$ cat config.mk
export PLATFORM = sky130hd
export DESIGN_NAME = multdiv_sequencer_flat
export DESIGN_NICKNAME = d
export VERILOG_FILES = /design/src/rtl/multdiv_pkg.sv /design/src/rtl/multdiv_if.sv /design/src/rtl/multdiv_iter_step.sv /design/src/rtl/multdiv_sequencer.sv /design/src/flat_wrapper.sv
export SDC_FILE = /design/constraint.sdc
export NUM_CORES = 1
export LEC_CHECK = 0
export ABC_AREA = 1
export CORE_MARGIN = 2
export CORE_UTILIZATION = 35
export DETAILED_ROUTE_END_ITERATION = 12
export PLACE_DENSITY = 0.5
export SLEW_MARGIN = 20
export SYNTH_ARGS = -nofsm -noshare
export SYNTH_HDL_FRONTEND = slang
export SYNTH_SLANG_ARGS = --single-unit
$ cat constraint.sdc
create_clock -name CLOCK -period 17.45 [get_ports CLOCK]
set_input_delay 2.6175 -clock CLOCK [delete_from_list [all_inputs] [get_ports CLOCK]]
set_output_delay 2.6175 -clock CLOCK [all_outputs]
set_load 0.01 [all_outputs]
$ cat src/rtl/multdiv_pkg.sv
// rtl/multdiv_pkg.sv - shared encodings and constants for the HI/LO multiply/divide sequencer
package multdiv_pkg;

  typedef enum logic [1:0] {
    OP_MULT  = 2'b00,
    OP_MULTU = 2'b01,
    OP_DIV   = 2'b10,
    OP_DIVU  = 2'b11
  } op_e;

  typedef enum logic [1:0] {
    ST_IDLE  = 2'b00,
    ST_PREP  = 2'b01,
    ST_ITER  = 2'b10,
    ST_FIXUP = 2'b11
  } state_e;

  localparam int          ITER_COUNT = 32;
  localparam logic [31:0] DIV0_LO    = 32'hFFFF_FFFF;

  // Magnitude of a 32-bit operand; unsigned ops pass through untouched.
  function automatic logic [31:0] mag32(input logic [31:0] v, input logic is_signed);
    return (is_signed && v[31]) ? (~v + 32'd1) : v;
  endfunction

endpackage

$ cat src/rtl/multdiv_if.sv
// rtl/multdiv_if.sv - ID-stage issue, HI/LO access and status bundle
interface multdiv_if;
  logic        Start_IN;
  logic [1:0]  Op_IN;
  logic [31:0] OperandA_IN;
  logic [31:0] OperandB_IN;
  logic        ReadHiLo_IN;
  logic        WriteHi_IN;
  logic        WriteLo_IN;
  logic [31:0] WriteData_IN;
  logic        Busy_OUT;
  logic        StallRequest_OUT;
  logic        Done_OUT;
  logic [31:0] HI_OUT;
  logic [31:0] LO_OUT;

  modport master (
    output Start_IN, Op_IN, OperandA_IN, OperandB_IN,
    output ReadHiLo_IN, WriteHi_IN, WriteLo_IN, WriteData_IN,
    input  Busy_OUT, StallRequest_OUT, Done_OUT, HI_OUT, LO_OUT
  );

  modport slave (
    input  Start_IN, Op_IN, OperandA_IN, OperandB_IN,
    input  ReadHiLo_IN, WriteHi_IN, WriteLo_IN, WriteData_IN,
    output Busy_OUT, StallRequest_OUT, Done_OUT, HI_OUT, LO_OUT
  );
endinterface

$ cat src/rtl/multdiv_iter_step.sv
// rtl/multdiv_iter_step.sv - one combinational shift-add or restoring-divide iteration
module multdiv_iter_step (
  input  logic        i_is_div,
  input  logic [31:0] i_hi,
  input  logic [31:0] i_lo,
  input  logic [31:0] i_operand_b,
  output logic [31:0] o_hi,
  output logic [31:0] o_lo
);
  // Multiply: {hi,lo} is the partial product with the multiplier shifting out of lo.
  // Divide:   hi is the partial remainder, lo shifts dividend bits out and quotient bits in.
  logic [32:0] w_sum;
  logic [32:0] w_shifted;
  logic [32:0] w_diff;

  assign w_sum     = {1'b0, i_hi} + (i_lo[0] ? {1'b0, i_operand_b} : 33'd0);
  assign w_shifted = {i_hi, i_lo[31]};
  assign w_diff    = w_shifted - {1'b0, i_operand_b};

  // Select the divide or multiply update; a borrow in w_diff means the subtract is undone.
  always_comb begin
    o_hi = w_sum[32:1];
    o_lo = {w_sum[0], i_lo[31:1]};
    if (i_is_div) begin
      if (!w_diff[32]) begin
        o_hi = w_diff[31:0];
        o_lo = {i_lo[30:0], 1'b1};
      end else begin
        o_hi = w_shifted[31:0];
        o_lo = {i_lo[30:0], 1'b0};
      end
    end
  end
endmodule

$ cat src/rtl/multdiv_sequencer.sv
// rtl/multdiv_sequencer.sv - 34-cycle MULT/MULTU/DIV/DIVU sequencer owning the HI/LO registers
module multdiv_sequencer
  import multdiv_pkg::*;
(
  input logic      CLOCK,
  input logic      RESET,
  multdiv_if.slave bus
);
  state_e      r_state, w_next_state;
  op_e         r_op;
  logic [4:0]  r_count;
  logic [31:0] r_a, r_b;
  logic [31:0] r_acc_hi, r_acc_lo, r_mag_b;
  logic [31:0] r_hi, r_lo;
  logic        r_done;

  logic        w_is_div, w_is_signed, w_sign_a, w_sign_b, w_last_iter;
  logic [31:0] w_step_hi, w_step_lo;
  logic [63:0] w_prod, w_prod_neg;
  logic [31:0] w_fix_hi, w_fix_lo;

  assign w_is_div    = (r_op == OP_DIV) || (r_op == OP_DIVU);
  assign w_is_signed = (r_op == OP_DIV) || (r_op == OP_MULT);
  assign w_sign_a    = w_is_signed & r_a[31];
  assign w_sign_b    = w_is_signed & r_b[31];
  assign w_last_iter = (r_count == 5'(ITER_COUNT - 1));
  assign w_prod      = {r_acc_hi, r_acc_lo};
  assign w_prod_neg  = ~w_prod + 64'd1;

  multdiv_iter_step u_step (
    .i_is_div    (w_is_div),
    .i_hi        (r_acc_hi),
    .i_lo        (r_acc_lo),
    .i_operand_b (r_mag_b),
    .o_hi        (w_step_hi),
    .o_lo        (w_step_lo)
  );

  // State register.
  always_ff @(posedge CLOCK or posedge RESET) begin
    if (RESET) r_state <= ST_IDLE;
    else       r_state <= w_next_state;
  end

  // Next-state: starts are only honoured from IDLE; ITER runs until the counter's last value.
  always_comb begin
    w_next_state = r_state;
    case (r_state)
      ST_IDLE:  if (bus.Start_IN) w_next_state = ST_PREP;
      ST_PREP:  w_next_state = ST_ITER;
      ST_ITER:  if (w_last_iter) w_next_state = ST_FIXUP;
      ST_FIXUP: w_next_state = ST_IDLE;
      default:  w_next_state = ST_IDLE;
    endcase
  end

  // Sign correction of the magnitude result; a zero divisor bypasses the datapath entirely.
  always_comb begin
    w_fix_hi = w_prod[63:32];
    w_fix_lo = w_prod[31:0];
    if (w_is_div) begin
      if (r_b == 32'd0) begin
        w_fix_hi = r_a;
        w_fix_lo = DIV0_LO;
      end else begin
        w_fix_lo = (w_sign_a ^ w_sign_b) ? (~r_acc_lo + 32'd1) : r_acc_lo;
        w_fix_hi = w_sign_a ? (~r_acc_hi + 32'd1) : r_acc_hi;
      end
    end else if (w_sign_a ^ w_sign_b) begin
      w_fix_hi = w_prod_neg[63:32];
      w_fix_lo = w_prod_neg[31:0];
    end
  end

  // Operand capture, iteration datapath, counter and architectural HI/LO.
  always_ff @(posedge CLOCK or posedge RESET) begin
    if (RESET) begin
      r_op     <= OP_MULT;
      r_a      <= '0;
      r_b      <= '0;
      r_acc_hi <= '0;
      r_acc_lo <= '0;
      r_mag_b  <= '0;
      r_count  <= '0;
      r_hi     <= '0;
      r_lo     <= '0;
    end else begin
      case (r_state)
        ST_IDLE: begin
          if (bus.WriteHi_IN) r_hi <= bus.WriteData_IN;
          if (bus.WriteLo_IN) r_lo <= bus.WriteData_IN;
          if (bus.Start_IN) begin
            r_op <= op_e'(bus.Op_IN);
            r_a  <= bus.OperandA_IN;
            r_b  <= bus.OperandB_IN;
          end
        end
        ST_PREP: begin
          r_acc_hi <= '0;
          r_acc_lo <= mag32(r_a, w_is_signed);
          r_mag_b  <= mag32(r_b, w_is_signed);
          r_count  <= '0;
        end
        ST_ITER: begin
          r_acc_hi <= w_step_hi;
          r_acc_lo <= w_step_lo;
          r_count  <= r_count + 5'd1;
        end
        ST_FIXUP: begin
          r_hi <= w_fix_hi;
          r_lo <= w_fix_lo;
        end
        default: ;
      endcase
    end
  end

  // Completion pulse lands in the cycle after the HI/LO update.
  always_ff @(posedge CLOCK or posedge RESET) begin
    if (RESET) r_done <= 1'b0;
    else       r_done <= (r_state == ST_FIXUP);
  end

  assign bus.Busy_OUT         = (r_state != ST_IDLE);
  assign bus.StallRequest_OUT = bus.Busy_OUT &
                                (bus.ReadHiLo_IN | bus.Start_IN | bus.WriteHi_IN | bus.WriteLo_IN);
  assign bus.Done_OUT         = r_done;
  assign bus.HI_OUT           = r_hi;
  assign bus.LO_OUT           = r_lo;
endmodule

$ cat src/flat_wrapper.sv
// flat-port wrapper written by rule: the top's interface ports become plain ports
module multdiv_sequencer_flat import multdiv_pkg::*;
  (CLOCK, RESET, bus_Start_IN, bus_Op_IN, bus_OperandA_IN, bus_OperandB_IN, bus_ReadHiLo_IN, bus_WriteHi_IN, bus_WriteLo_IN, bus_WriteData_IN, bus_Busy_OUT, bus_StallRequest_OUT, bus_Done_OUT, bus_HI_OUT, bus_LO_OUT);
  multdiv_if bus_i ();
  input logic CLOCK;
  input logic RESET;
  input wire logic [$bits(bus_i.Start_IN)-1:0] bus_Start_IN;
  input wire logic [$bits(bus_i.Op_IN)-1:0] bus_Op_IN;
  input wire logic [$bits(bus_i.OperandA_IN)-1:0] bus_OperandA_IN;
  input wire logic [$bits(bus_i.OperandB_IN)-1:0] bus_OperandB_IN;
  input wire logic [$bits(bus_i.ReadHiLo_IN)-1:0] bus_ReadHiLo_IN;
  input wire logic [$bits(bus_i.WriteHi_IN)-1:0] bus_WriteHi_IN;
  input wire logic [$bits(bus_i.WriteLo_IN)-1:0] bus_WriteLo_IN;
  input wire logic [$bits(bus_i.WriteData_IN)-1:0] bus_WriteData_IN;
  output wire logic [$bits(bus_i.Busy_OUT)-1:0] bus_Busy_OUT;
  output wire logic [$bits(bus_i.StallRequest_OUT)-1:0] bus_StallRequest_OUT;
  output wire logic [$bits(bus_i.Done_OUT)-1:0] bus_Done_OUT;
  output wire logic [$bits(bus_i.HI_OUT)-1:0] bus_HI_OUT;
  output wire logic [$bits(bus_i.LO_OUT)-1:0] bus_LO_OUT;
  assign bus_i.Start_IN = bus_Start_IN;
  assign bus_i.Op_IN = bus_Op_IN;
  assign bus_i.OperandA_IN = bus_OperandA_IN;
  assign bus_i.OperandB_IN = bus_OperandB_IN;
  assign bus_i.ReadHiLo_IN = bus_ReadHiLo_IN;
  assign bus_i.WriteHi_IN = bus_WriteHi_IN;
  assign bus_i.WriteLo_IN = bus_WriteLo_IN;
  assign bus_i.WriteData_IN = bus_WriteData_IN;
  assign bus_Busy_OUT = bus_i.Busy_OUT;
  assign bus_StallRequest_OUT = bus_i.StallRequest_OUT;
  assign bus_Done_OUT = bus_i.Done_OUT;
  assign bus_HI_OUT = bus_i.HI_OUT;
  assign bus_LO_OUT = bus_i.LO_OUT;
  multdiv_sequencer u_core (.CLOCK(CLOCK), .RESET(RESET), .bus(bus_i));
endmodule
==> key figures <==
Status
  – Outcome: completed

STA
  – Relative slew margins: 0.261
  – Slew Limit Fails: 0
  – Slew @ Worst Pin: 1110 ps
  – Clock skew: 30.7 ps
  – Final period util: 0.377
  – Sum of negative setup slack: 0 ps
  – Number of setup violations in the final report: 0
  – RSZ-0062 raised after global routing: no
  – Number of hold violations in the final report: 0
  – Max Fclk: 0.152 GHz
  – Min Clock Period, post-route: 6580 ps

Clocking
  – Clk Tree Root Cell: clkbuf_16
  – Post-CTS setup buffers: 0
  – Clock Path Buffers: 3
  – Cts repair resizes: 0
  – TritonCTS clock tree: done
  – Post-CTS Hold Fix Bufs: 0
  – CTS Sinks: 234
  – Number of buffers created by CTS: 30
  – Clk Latency, worst-skew pair: around 620 ps
  – Clock transition at the register clock pins on the worst setup and hold paths after CTS: around 60 ps
  – Clock H-tree levels: 1

GRT
  – Met3 demand-to-capacity share in global routing: 0.0297
  – Met1 layer usage reported by global route: 0.432
  – Global-route track usage on met2: 0.430
  – Global-route usage over all layers: 0.283
  – Initial antenna violation count: 4
  – Number of global-route vias before repair: approximately 21000
  – Most crowded layer after global routing: met1
  – Pin count of the biggest net entering global routing: 94
  – Leftover overflow at the end of global routing: 0
  – First-pass GRT wire length: approximately 130000 um

Power and ir drop
  – Total internal power: 2.34 mW
  – Areal power density over the cells: 225 nW/um2
  – Switching component of the power: 3.00 mW
  – Comb power frac: 0.655
  – Switching share of power: 0.562
  – Pleak: 11.9 nW
  – Overall power after layout: 5.34 mW
  – IR drop worst, VDD: approximately 0.00017 V
  – Clk network pwr share: 0.128
  – Part of the power in registers: 0.217

Logic synthesis
  – Share of Yosys cell area claimed by the top area cell type: 0.288
  – Number of enable-type register cells in the synthesized netlist: 0
  – Number of storage elements in the synthesis netlist: 234
  – Leading post-synthesis cells by cell area: dfrtp_1 (29%), nand2_1 (18%), nor2_1 (8.1%)
  – Net count of the mapped netlist: roughly 3500
  – Share of synthesized registers carrying an async set or reset: 1.00
  – Top_reg_cell synth: dfrtp_1
  – Synth Warn #: 0
  – Sequential element share of the synthesized area: 0.288
  – Most used standard cell by instance count after synthesis: nand2_1
  – Post-Syn Area: roughly 20000 um2
  – Largest area contributor in the synthesized netlist: dfrtp_1
  – Synthesized area per cell: 6.10 um2
  – Cell count after synthesis: between 3000 and 4000
  – Post-synthesis cell type count: ~50
  – Most instantiated cells after synthesis: nand2_1 (979), nor2_1 (442), inv_1 (411)

Floorplan
  – Count of boundary I/O pins: 171
  – Total Die Area: 60100 um2
  – Initial Utilization: 0.354
  – DIE WIDTH: 245 um
  – Core region area: approximately 58000 um2
  – Placement Rows: 88
  – Die height: 245 um

Setup path
  – Critical-path maximum fanout: 3
  – CP Cell Sequence: clkdlybuf4s50_1 -> nor4_1 -> nor2_1 -> clkdlybuf4s50_1
  – Data required, critical path: roughly 15000 ps
  – Number of cells traversed by the worst register-to-register path: 12
  – Critical Path Slowest Stage Cell: clkdlybuf4s50_1
  – Setup Crit Path Kind: primary input to output pin
  – Reg-to-Reg End: u_core.bus.HI_OUT[17]
  – Most common cell on crit path: clkdlybuf4s50_1
  – Worst endpoint data arrival time: approximately 4000 ps
  – Crit. End Element: output pin
  – Worst reg2reg setup slack: 12940 ps
  – Max incr delay on CP: 490 ps
  – Count of buffer and inverter cells on the critical path: 2
  – Crit path launch type: primary input
  – FF-to-FF Start: u_core.r_op[0]
  – Crit-path leading delay family: buffers and inverters

Layout
  – Share of cells above drive strength 1: 0.0445
  – Nets: 3617
  – Post-route design area: 23800 um2
  – Finished Core Util: 0.412
  – Final antenna diode count: 0
  – Area delta synth->final: 16.6%
  – Final Instance Count excl. Fillers: 4226

Placed design
  – Post-DP HPWL: 68100 um
  – Cell total after placement: 4170
  – Count of buffers from port buffering: 170
  – Cell area after placement: 22700 um2
  – Final RePlAce weighted congestion: slightly below 1

Drt
  – 1st-iter DRT viols: 2212
  – Count of antenna-violating nets left after detailed routing: 0
  – Final wirelength: between 80000 and 90000 um
  – DR DRC count: 0
  – DR vias: 22500
  – Routed wirelength normalized by instance count: a little over 20 um
  – Detail-routed via count per cell: ~5.3
  – Number of detailed-route iterations in the first pass: 6

Min path
  – Hold WC Path Type: flip-flop to flip-flop
  – Number of cells on the worst hold path: 2
  – Hold Path Sink: u_core.bus.LO_OUT[7]
  – HP Start: u_core.bus.LO_OUT[7]

Flow run
  – Max-cap violations: 0
-- sequential cells by signal, indices dropped and copies added, names as in the netlist, 5 cells and up --
name and flops:
u_core.r_count 5, u_core.r_acc_lo 32, u_core.r_b 32, u_core.r_mag_b 32, u_core.r_acc_hi 32, u_core.bus.HI_OUT 32, u_core.r_a 32, u_core.bus.LO_OUT 32
-- power by group through the flow --
stage	clock network (mW)	logic [mW]	registers [mW]
2_1_floorplan	0	2.35	1.03
3_3_place_gp	0	3.42	1.15
3_5_place_dp	0	3.44	1.16
4_1_cts	0.698	3.46	1.15
5_1_grt	0.717	3.90	1.18
6_report	0.683	3.49	1.16
-- tightest hold or removal path: cells and delay by family (launching register included) --
kind             cells  cell delay, ps
AND/OR/NAND/NOR      1              50
AO/OA/AOI/OAI        1              60
flip-flops           1             340
-- worst max-delay path by stage --
stage	startpoint	endpoint	slack, ps	cells past startpoint
after global placement	bus_Start_IN	bus_StallRequest_OUT	10770	4
after floorplan	RESET	u_core.bus.Done_OUT	8410	1
after detailed placement	bus_Start_IN	bus_StallRequest_OUT	10850	4
after global routing	bus_Start_IN	bus_StallRequest_OUT	10780	4
after CTS	bus_Start_IN	bus_StallRequest_OUT	10840	4
final	bus_Start_IN	bus_StallRequest_OUT	10870	4
-- layer usage --
layer,vias up,share of wire
met5,-,0
li1,10900,-
met4,0,0.017
met1,10800,0.49
met2,784,0.43
met3,78,0.065
-- layout make-up --
class	count	area, um2
fill	6322	33800
sequential	234	5860
timing repair buffer	188	1840
clock buffer	38	831
inverter	427	1610
clock inverter	18	251
multi-input combinational	2556	12400
tap	765	957
-- cell families (layout without fill, tap and decap cells) --
group                      Yosys count  in the layout  share of synthesized area
buffers and inverters              546            671                      0.104
adders and majority gates           76             76                     0.0474
and+or+nand+nor                   1832           1832                      0.373
AOI/OAI and AO/OA                  547            547                      0.143
DFF                                234            234                      0.288
muxes                               14             14                    0.00774
xor gates and xnor gates            87             87                     0.0374
-- layout by cell type (no fill, tap or decap), drive strengths merged, types with 12 or more instances in the layout --
cell,instances
nand2,992
nand3,300
nand4,31
inv,425
clkbuf,38
dfrtp,234
xor2,72
nand3b,12
nor2,459
xnor2,15
nor3,20
mux2,14
a31oi,21
clkinv,12
ha,74
a21oi,292
clkdlybuf4s50,170
o21ai,187
buf,18
-- stage by stage --
stage | hold slack, ps | setup WS, ps
detailed placement | 477 | 10850
floorplan | 471 | 8410
global route | 514 | 10780
CTS | 491 | 10840
finish | 490 | 10870
global placement | 473 | 10770
Power figures use the tool's default switching activity.
